$ cat config.mk
export PLATFORM = sky130hd
export DESIGN_NAME = rs_block_sequencer
export DESIGN_NICKNAME = d
export VERILOG_FILES = /design/src/rtl/rs_pkg.sv /design/src/rtl/rs_block_sequencer.sv
export SDC_FILE = /design/constraint.sdc
export NUM_CORES = 1
export LEC_CHECK = 0
export CAP_MARGIN = 30
export CORE_UTILIZATION = 56
export DETAILED_ROUTE_END_ITERATION = 7
export MAX_ROUTING_LAYER = met4
export PLACE_DENSITY = 0.85
export SLEW_MARGIN = 40
export SYNTH_ARGS = -nofsm -noshare
export SYNTH_HDL_FRONTEND = slang
export SYNTH_SLANG_ARGS = --single-unit
export TNS_END_PERCENT = 20
$ cat constraint.sdc
create_clock -name clk -period 3.34 [get_ports clk]
set_clock_uncertainty 0.15 [all_clocks]
set_input_delay 0.668 -clock clk [delete_from_list [all_inputs] [get_ports clk]]
set_output_delay 0.668 -clock clk [all_outputs]
set_load 0.01 [all_outputs]
$ cat src/rtl/rs_pkg.sv
// rtl/rs_pkg.sv - shared RS(255,251) constants, sequencer state encoding and helpers
// Used by rs_block_sequencer, rs_encoder and their benches.
package rs_pkg;

  localparam int NN        = 255;
  localparam int KK        = 251;
  localparam int TT        = 2;
  localparam int BLK_W_DEF = 16;

  typedef enum logic [1:0] {
    IDLE = 2'd0,
    DATA = 2'd1,
    PAD  = 2'd2,
    WAIT = 2'd3
  } rs_state_e;

  function automatic int clog2(input int value);
    int r;
    r = 0;
    while ((1 << r) < value) begin
      r = r + 1;
    end
    return r;
  endfunction

endpackage

$ cat src/rtl/rs_block_sequencer.sv
// rtl/rs_block_sequencer.sv - cuts a byte stream into KK-byte RS message blocks for rs_encoder
// Zero-pads a partial block on flush and holds the next block until the codeword is out.
module rs_block_sequencer #(
  parameter int NN    = rs_pkg::NN,
  parameter int KK    = rs_pkg::KK,
  parameter int BLK_W = rs_pkg::BLK_W_DEF
) (
  input  logic             clk,
  input  logic             rst,
  input  logic             s_valid,
  output logic             s_ready,
  input  logic [7:0]       s_data,
  input  logic             flush,
  output logic             enc_din_val,
  output logic             enc_din_sop,
  output logic             enc_din_eop,
  output logic [7:0]       enc_din,
  input  logic             enc_busy,
  input  logic             enc_dout_eop,
  output logic [BLK_W-1:0] blk_done_cnt,
  output logic [7:0]       last_pad_len,
  output logic             active
);
  import rs_pkg::*;

  localparam int            CW      = clog2(KK + 1);
  localparam logic [CW-1:0] KK_CW   = CW'(KK);
  localparam logic [CW-1:0] KK_LAST = CW'(KK - 1);

  if (KK >= NN || KK < 2) begin : g_param_check
    $error("rs_block_sequencer: KK must satisfy 2 <= KK < NN");
  end

  rs_state_e     r_state;
  logic [CW-1:0] r_cnt;
  logic [7:0]    r_pad_len;
  logic          w_s_ready;
  logic          w_accept;
  logic          w_last_byte;

  // Ready depends on state only so upstream never sees a combinational path from flush.
  assign w_s_ready   = !rst && (((r_state == IDLE) && !enc_busy) || (r_state == DATA));
  assign w_accept    = s_valid && w_s_ready;
  assign w_last_byte = (r_cnt == KK_LAST);
  assign s_ready     = w_s_ready;

  always_ff @(posedge clk) begin
    if (rst) begin
      r_state      <= IDLE;
      r_cnt        <= '0;
      r_pad_len    <= '0;
      enc_din_val  <= 1'b0;
      enc_din_sop  <= 1'b0;
      enc_din_eop  <= 1'b0;
      enc_din      <= '0;
      blk_done_cnt <= '0;
      last_pad_len <= '0;
      active       <= 1'b0;
    end else begin
      enc_din_val <= 1'b0;
      enc_din_sop <= 1'b0;
      enc_din_eop <= 1'b0;
      case (r_state)
        IDLE: begin
          if (w_accept) begin
            enc_din_val <= 1'b1;
            enc_din_sop <= 1'b1;
            enc_din     <= s_data;
            r_cnt       <= CW'(1);
            r_state     <= DATA;
            active      <= 1'b1;
          end
        end
        DATA: begin
          if (w_accept) begin
            enc_din_val <= 1'b1;
            enc_din     <= s_data;
            r_cnt       <= r_cnt + CW'(1);
            // A byte that completes the block swallows a coincident flush.
            if (w_last_byte) begin
              enc_din_eop  <= 1'b1;
              last_pad_len <= '0;
              r_state      <= WAIT;
            end else if (flush) begin
              r_pad_len <= 8'(KK_CW - r_cnt - CW'(1));
              r_state   <= PAD;
            end
          end else if (flush) begin
            r_pad_len <= 8'(KK_CW - r_cnt);
            r_state   <= PAD;
          end
        end
        PAD: begin
          enc_din_val <= 1'b1;
          enc_din     <= '0;
          r_cnt       <= r_cnt + CW'(1);
          if (w_last_byte) begin
            enc_din_eop  <= 1'b1;
            last_pad_len <= r_pad_len;
            r_state      <= WAIT;
          end
        end
        WAIT: begin
          if (enc_dout_eop) begin
            blk_done_cnt <= blk_done_cnt + BLK_W'(1);
            r_cnt        <= '0;
            r_state      <= IDLE;
            active       <= 1'b0;
          end
        end
        default: begin
          r_state <= IDLE;
          active  <= 1'b0;
        end
      endcase
    end
  end

endmodule

==> flow_metrics.py, run 1 <==
metrics = {
    "floorplan": {
        "die_y_um": 71.5,
        "design.core.area_mm2": 0.00450,
        "core.rowCount": 24,
        "die_area_mm2": 0.00511,
        "initial_core_util": 0.600,
        "die_w_um": 71.5,
        "ioPinCount": 51,
    },
    "finish": {
        "area_growth_pct": 21.2,
        "num-nets-final": 377,
        "finalNonFillerCells": 402,
        "final_cell_mix": "dfxtp_1 (54), clkdlybuf4s50_1 (50), nor2_1 (32), nand2_1 (24), a21oi_1 (24)",
        "final_common_cell": "dfxtp_1",
        "drive_gt1_frac": 0.0629,
        "insertedDiodeCount": 0,
        "fin_util": 0.727,
        "fin_area_mm2": 0.00327,
    },
    "synth": {
        "post_synth_xor_area_fraction": 0.0811,
        "ys.flop_type": "dfxtp_1",
        "syn_nets": 332,
        "synth_top_area_frac": 0.400,
        "synth_edf_count": 0,
        "synth_cells": 306,
        "ys_seq_area_frac": 0.400,
        "ys_ff_latch": 54,
        "yosys-top-cells-area": "dfxtp_1 (40%), ha_1 (5.6%), xor2_1 (4.5%)",
        "syn_avg_cell_area_um2": 8.83,
        "synth_mux_area_frac": 0.0111,
        "netlist_area_mm2": 0.00270,
        "synth_top_family_by_area": "simple AND/OR/NAND/NOR gates",
        "synth_compound_area_frac": 0.169,
        "synthSimpleGateAreaFrac": 0.230,
        "ys_warn_count": 0,
        "synth_fa_ha_area_frac": 0.0556,
        "yosysTopAreaCell": "dfxtp_1",
        "yosysUniqueCellTypes": 51,
        "ys_async_sr_fraction": 0,
    },
    "clock_network": {
        "numCtsBuffers": 5,
        "postCtsSetupRepairBufs": 0,
        "insertion_delay_ps": 310,
        "cts_tree": "yes",
        "cts_root_buf": "clkbuf_8",
        "clk_path_buf_depth": 2,
        "cts_htree_levels": 2,
        "cts.clk_slew.worst_paths_ps": 80,
        "postCtsHoldBufs": 0,
        "post_cts_resized": 0,
        "cts_sinks": 54,
    },
    "min_path": {
        "hold_path_class": "register to register",
    },
    "route": {
        "drc": 0,
        "ant_nets": 0,
        "drt-pass1-iter-count": 4,
        "drt_first_iter_violations": 105,
        "vias": 2250,
        "viasPerCell": 5.60,
        "finalWirelength_um": 5520,
        "drt-wirelength-per-cell_um": 13.7,
    },
    "sta": {
        "fmax_mhz": 342,
        "setup_ws_ps": 412,
        "rsz0062_at_grt": "false",
        "fin_crit_sh": 0.877,
        "finalMaxSlewViolations": 0,
        "finalHoldViolations": 0,
        "slew_headroom": 0.604,
        "tns_ps": 0,
        "finalCriticalPeriod_ps": 2930,
        "finalSetupViolCount": 0,
        "tightest_slew_ps": 590,
    },
    "outcome": {
        "status": "completed",
    },
    "power_and_ir_drop": {
        "p_leak_uw": 0.00115,
        "irDropWorstVdd_v": 0.000235,
        "p_per_area_mw_per_mm2": 462,
    },
    "place": {
        "dp_hpwl_um": 3940,
        "placed_cell_area_mm2": 0.00319,
        "portBuffers": 50,
        "dp_slack_ps": 416,
        "post-place-cells": 396,
        "place.gp.congestion": 0.857,
    },
    "critical_path": {
        "arrival_ps": 2110,
        "crit_type": "input pin to output port",
        "end_kind": "output port",
        "cp_max_fo": 4,
        "critPathLaunchType": "input pin",
        "cp.required_ps": 2520,
    },
    "job": {
        "maxCapViolCount": 0,
    },
    "grt": {
        "overflow": 0,
        "grtUsageTotal": 0.233,
        "grt_max_degree": 31,
        "grt_first_pass_wirelength_um": 9200,
        "antenna_found_initial": 0,
        "grt_pass1_vias": 2044,
    },
}
[critical path, cell delays in order]
cell and delay (ps):
clkdlybuf4s50_1 440, and2b_2 290, nor2_1 70, nor2_1 110
clkdlybuf4s50_1 540
[synthesized netlist by cell type, types with 2 or more instances]
cell type and n:
o21ai_0 9, a31oi_1 2, nor2_1 32, nor2b_1 5, and4_1 2, mux2i_1 3, xor2_1 14, buf_2 3
buf_6 2, or3_1 5, a22o_1 8, clkbuf_1 7, a21oi_1 24, clkbuf_8 2, nor3_1 5, nand3_1 18
dfxtp_1 54, a211oi_1 6, inv_1 12, and3b_2 2, nand2b_1 5, and3_1 4, nand4_1 7, ha_1 12
xnor2_1 11, and2b_2 2, nand2_1 24, or4_1 3
[cells by family after synthesis]
| kind of cell | after synthesis |
|---|---|
| compound gates | 64 |
| simple gates | 121 |
| xor+xnor | 25 |
| flops | 54 |
| fa+ha+maj | 12 |
| buf+inv | 27 |
| mux | 3 |
[through the flow]
stage / power [uW] / hold slack, ps
CTS: 1510 / 303
global placement: 1140 / 292
global route: 1590 / 337
detailed placement: 1160 / 292
floorplan: 1050 / 297
finish: 1510 / 300
[registers in the layout (all words and copies together), names as in the netlist, named ones only]
signal / count
last_pad_len: 8
active: 1
r_state: 1
enc_din_val: 1
enc_din_eop: 1
r_pad_len: 8
enc_din_sop: 1
enc_din: 8
r_cnt: 8
blk_done_cnt: 16
[routing by layer]
layer,up-vias,share of wire,GRT usage
met1,1030,0.48,0.288
li1,1160,-,-
met2,51,0.47,0.384
met5,-,0,-
met3,9,0.041,0.0520
met4,0,0.013,0.0697
[worst paths after layout]
path / start / end / slack, ps / cells after the start
setup / recovery: enc_busy / s_ready / 410 / 5
hold / removal: last_pad_len[2] / last_pad_len[2] / 300 / 2
setup reg to reg: register / r_cnt[6] / 700 / 7
hold reg to reg: last_pad_len[2] / last_pad_len[2] / 300 / 2
[final cells by class]
cell class / count / area, um2
timing repair buffer: 53 / 523
fill: 377 / 1230
tap: 52 / 65.1
multi-input combinational: 225 / 1480
inverter: 12 / 45.0
clock buffer: 6 / 82.6
sequential: 54 / 1080
[where the power goes]
part	leakage, uW	switching, uW	internal, uW
Sequential	0.000437	40.3	700
Combinational	0.000674	243	171
Clock	0.0000431	196	160
Note: power is estimated with default switching activity, not from simulation.
==> run 2, diff against run 1 <==
- CAP_MARGIN: 30 -> default
- CORE_ASPECT_RATIO: default -> 2
- CORE_MARGIN: default -> 2
==> flow_metrics.py, run 2 (synthesis results as in run 1) <==
metrics = {
    "clock_network": {
        "cts_htree_levels": 2,
        "cts_tree": "yes",
        "cts.clk_slew.worst_paths_ps": 80,
        "numCtsBuffers": 5,
        "postCtsSetupRepairBufs": 0,
        "post_cts_resized": 0,
        "insertion_delay_ps": 310,
        "cts_sinks": 54,
        "clk_path_buf_depth": 2,
        "postCtsHoldBufs": 0,
        "cts_root_buf": "clkbuf_8",
    },
    "route": {
        "ant_nets": 0,
        "drt-wirelength-per-cell_um": 14.8,
        "vias": 2329,
        "finalWirelength_um": 6000,
        "viasPerCell": 5.74,
        "drt-pass1-iter-count": 4,
        "drt_first_iter_violations": 41,
        "drc": 0,
    },
    "sta": {
        "setup_ws_ps": 405,
        "finalHoldViolations": 0,
        "finalSetupViolCount": 0,
        "finalMaxSlewViolations": 0,
        "finalCriticalPeriod_ps": 2930,
        "fin_crit_sh": 0.879,
        "rsz0062_at_grt": "false",
        "tightest_slew_ps": 663,
        "fmax_mhz": 341,
        "tns_ps": 0,
        "slew_headroom": 0.555,
    },
    "grt": {
        "met3_usage": 0.0439,
        "antenna_found_initial": 0,
        "grtUsageTotal": 0.251,
        "grt_max_degree": 21,
        "grt_first_pass_wirelength_um": 10100,
        "grt_pass1_vias": 2270,
        "use_met2": 0.465,
        "overflow": 0,
        "grt_use_met1": 0.243,
        "busiest_layer": "met2",
    },
    "finish": {
        "insertedDiodeCount": 0,
        "largest_reg_flops": 16,
        "finalNonFillerCells": 406,
        "regMostFlops": "blk_done_cnt",
        "num-nets-final": 378,
        "final_common_cell": "dfxtp_1",
        "drive_gt1_frac": 0.0655,
        "final_cell_mix": "dfxtp_1 (54), clkdlybuf4s50_1 (50), nor2_1 (32), nand2_1 (24), a21oi_1 (24)",
        "area_growth_pct": 21.6,
    },
    "critical_path": {
        "end_kind": "output port",
        "crit_type": "input pin to output port",
        "cp_max_fo": 4,
        "cp.required_ps": 2520,
        "arrival_ps": 2120,
        "critPathLaunchType": "input pin",
        "r2r_slack_ps": 600,
    },
    "floorplan": {
        "core.rowCount": 35,
        "ioPinCount": 51,
        "design.core.area_mm2": 0.00464,
        "die_area_mm2": 0.00543,
        "initial_core_util": 0.582,
        "die_y_um": 102,
        "die_w_um": 53.1,
    },
    "power_and_ir_drop": {
        "p_leak_uw": 0.00116,
        "irDropWorstVdd_v": 0.000415,
        "p_per_area_mw_per_mm2": 460,
    },
    "place": {
        "dp_slack_ps": 336,
        "dp_hpwl_um": 4590,
        "post-place-cells": 400,
        "portBuffers": 50,
        "place.gp.congestion": 0.810,
    },
    "min_path": {
        "hold_path_class": "register to register",
    },
    "outcome": {
        "status": "completed",
    },
    "job": {
        "maxCapViolCount": 0,
    },
}
[run 2: changes by cell type in the layout (fill, tap and decap cells not counted), sizes merged]
cell,change
buf,+1
[run 2: per-stage QoR]
stage           util  cell area (um2)  power, uW  hold slack, ps
6_report       0.708             3280       1510             303
5_1_grt        0.708             3280       1610             332
4_1_cts        0.708             3280       1520             307
3_5_place_dp   0.690             3200       1160             297
3_3_place_gp   0.690             3200       1140             291
2_1_floorplan      -             2700       1050             297
[run 2: worst max-delay path, stage by stage]
cell and delay, ps:
clkdlybuf4s50_1 450, and2b_2 300, nor2_1 50, nor2_1 110
clkdlybuf4s50_1 540
[run 2: final cells by class]
class                      instances  area, um2
timing repair buffer              54        531
inverter                          12       45.0
multi-input combinational        225       1480
tap                               55       68.8
sequential                        54       1080
fill                             384       1360
clock buffer                       6       82.6
[run 2: path summary, 6_finish.rpt]
check | cells past startpoint | from | end
min reg2reg | 2 | last_pad_len[1] | last_pad_len[1]
max | 5 | enc_busy | s_ready
max reg2reg | 7 | register | r_cnt[6]
min | 2 | last_pad_len[1] | last_pad_len[1]
[run 2: where the power goes]
part | internal (uW) | total, uW | switching [uW]
combinational | 172 | 413 | 241
sequential | 700 | 740 | 40.6
clock | 160 | 356 | 196
total | 1030 | 1510 | 478
[run 2: per-layer routing]
metal  vias up  share of wire
li1       1154              -
met1      1100           0.36
met2        61           0.57
met3        14          0.042
met4         0          0.025
met5         -              0
==> run 3, diff against run 2 <==
- GPL_TIMING_DRIVEN: default -> 0
==> flow_metrics.py, run 3 (synthesis results as in run 1) <==
metrics = {
    "sta": {
        "fin_crit_sh": 0.871,
        "finalHoldViolations": 0,
        "fmax_mhz": 344,
        "finalMaxSlewViolations": 0,
        "finalSetupViolCount": 0,
        "slew_headroom": 0.506,
        "rsz0062_at_grt": "false",
        "tns_ps": 0,
        "finalCriticalPeriod_ps": 2910,
        "tightest_slew_ps": 736,
    },
    "power_and_ir_drop": {
        "switching_share": 0.295,
        "p_clk_frac": 0.311,
        "p_int_uw": 1210,
        "seq_power_share": 0.432,
        "switching_power_uw": 505,
        "p_comb_frac": 0.257,
        "p_per_area_mw_per_mm2": 502,
        "p_leak_uw": 0.00122,
        "p_total_uw": 1710,
        "irDropWorstVdd_v": 0.000403,
    },
    "critical_path": {
        "r2r_end": "r_pad_len[5]",
        "crit_type": "input pin to output port",
        "critPathLaunchType": "input pin",
        "cp.required_ps": 2520,
        "crit_chain": "clkdlybuf4s50_1 > and2b_2 > nor2_1 > nor2_1 > clkdlybuf4s50_1",
        "end_kind": "output port",
        "arrival_ps": 2090,
        "r2r_slack_ps": 940,
        "slowest_delay_ps": 540,
        "slowest_stage": "clkdlybuf4s50_1",
        "cpLargestDelayFamily": "buffers and inverters",
        "path_buf_inv": 2,
        "cp_max_fo": 4,
        "r2r-start": "r_state[0]",
        "r2r_cells": 8,
    },
    "grt": {
        "grtUsageTotal": 0.267,
        "antenna_found_initial": 0,
        "grt_pass1_vias": 2451,
        "overflow": 0,
        "grt_max_degree": 17,
        "grt_first_pass_wirelength_um": 10600,
    },
    "min_path": {
        "hp-start": "last_pad_len[6]",
        "min_to": "last_pad_len[6]",
        "hold_depth": 2,
        "hold_path_class": "register to register",
    },
    "finish": {
        "largest_reg_flops": 16,
        "fin_util": 0.735,
        "insertedDiodeCount": 0,
        "final_common_cell": "dfxtp_1",
        "ff_latch_area_mm2": 0.00108,
        "num-nets-final": 388,
        "final_cell_mix": "dfxtp_1 (54), clkdlybuf4s50_1 (50), nor2_1 (32), nand2_1 (24), a21oi_1 (24)",
        "finalNonFillerCells": 418,
        "area_growth_pct": 26.2,
        "drive_gt1_frac": 0.0799,
        "fillers": 370,
        "fin_area_mm2": 0.00341,
        "multi_input_area_mm2": 0.00148,
        "regMostFlops": "blk_done_cnt",
    },
    "clock_network": {
        "cts_sinks": 54,
        "post_cts_resized": 0,
        "postCtsSetupRepairBufs": 0,
        "cts.clk_slew.worst_paths_ps": 90,
        "cts_htree_levels": 2,
        "cts_root_buf": "clkbuf_8",
        "cts_tree": "yes",
        "numCtsBuffers": 5,
        "insertion_delay_ps": 310,
        "clk_path_buf_depth": 2,
    },
    "route": {
        "vias": 2405,
        "drt-wirelength-per-cell_um": 15.1,
        "viasPerCell": 5.75,
        "finalWirelength_um": 6320,
        "drt-pass1-iter-count": 4,
        "drc": 0,
        "drt_first_iter_violations": 30,
        "ant_nets": 0,
    },
    "floorplan": {
        "die_area_mm2": 0.00543,
        "core.rowCount": 35,
        "die_y_um": 102,
        "die_w_um": 53.1,
        "ioPinCount": 51,
        "initial_core_util": 0.582,
        "design.core.area_mm2": 0.00464,
    },
    "place": {
        "placed_cell_area_mm2": 0.00327,
        "place.gp.congestion": 0.821,
        "portBuffers": 50,
        "post-place-cells": 411,
        "dp_hpwl_um": 4700,
    },
    "job": {
        "maxCapViolCount": 0,
    },
    "outcome": {
        "status": "completed",
    },
}
==> run 3: changes by cell type in the layout (fill, tap and decap cells not counted), sizes merged <==
| cell | previous run | this run |
|---|---|---|
| buf | 4 | 5 |
| bufinv | 0 | 2 |
| clkbuf | 6 | 15 |
==> run 3: worst max-delay path by stage <==
stage / startpoint / end / slack, ps / depth (start not counted)
after floorplan: r_state[0] / r_pad_len[4] / 1290 / 8
after global placement: rst / s_ready / 60 / 5
after detailed placement: rst / s_ready / 70 / 5
after CTS: rst / s_ready / 60 / 5
after global routing: rst / s_ready / 380 / 4
final: enc_busy / s_ready / 430 / 5
==> run 3: power by group through the flow <==
stage,clock [uW],combinational [uW],sequential [uW]
after floorplan,0,292,755
after global placement,0,421,751
after detailed placement,0,433,754
after CTS,538,441,738
after global routing,558,495,745
final,532,441,739
==> run 3: cell type report <==
cell class	count	share of cell area
multi-input combinational	225	0.433
clock inverter	2	0.0176
clock buffer	6	0.0242
tap	55	0.0202
timing repair buffer	50	0.147
buffer	14	0.0279
sequential	54	0.317
inverter	12	0.0132
==> run 3: stage by stage <==
stage	hold WS (ps)	worst slack (ps)
2_1_floorplan	297	1290
3_3_place_gp	289	63.4
3_5_place_dp	297	73.9
4_1_cts	311	58.2
5_1_grt	337	382
6_report	308	431
==> run 3: metal layers <==
| layer | share of wire | wire length (um) | global-route usage |
|---|---|---|---|
| met5 | 0 | 0 | - |
| met4 | 0.037 | 235 | 0.150 |
| met3 | 0.044 | 278 | 0.0380 |
| met2 | 0.56 | 3550 | 0.489 |
| met1 | 0.36 | 2250 | 0.253 |
==> run 3: worst register-to-register path: cells and delay by family, from the launching register on <==
kind / cells / cell delay [ps]
compound gates: 3 / 840
buf+inv: 2 / 310
flops: 1 / 440
simple gates: 2 / 310
fa+ha+maj: 1 / 270
==> run 3: repair_timing <==
item	CTS	global route
endpoints found under the hold margin	0	0
setup endpoints to repair	0	1
hold buffers	0	0
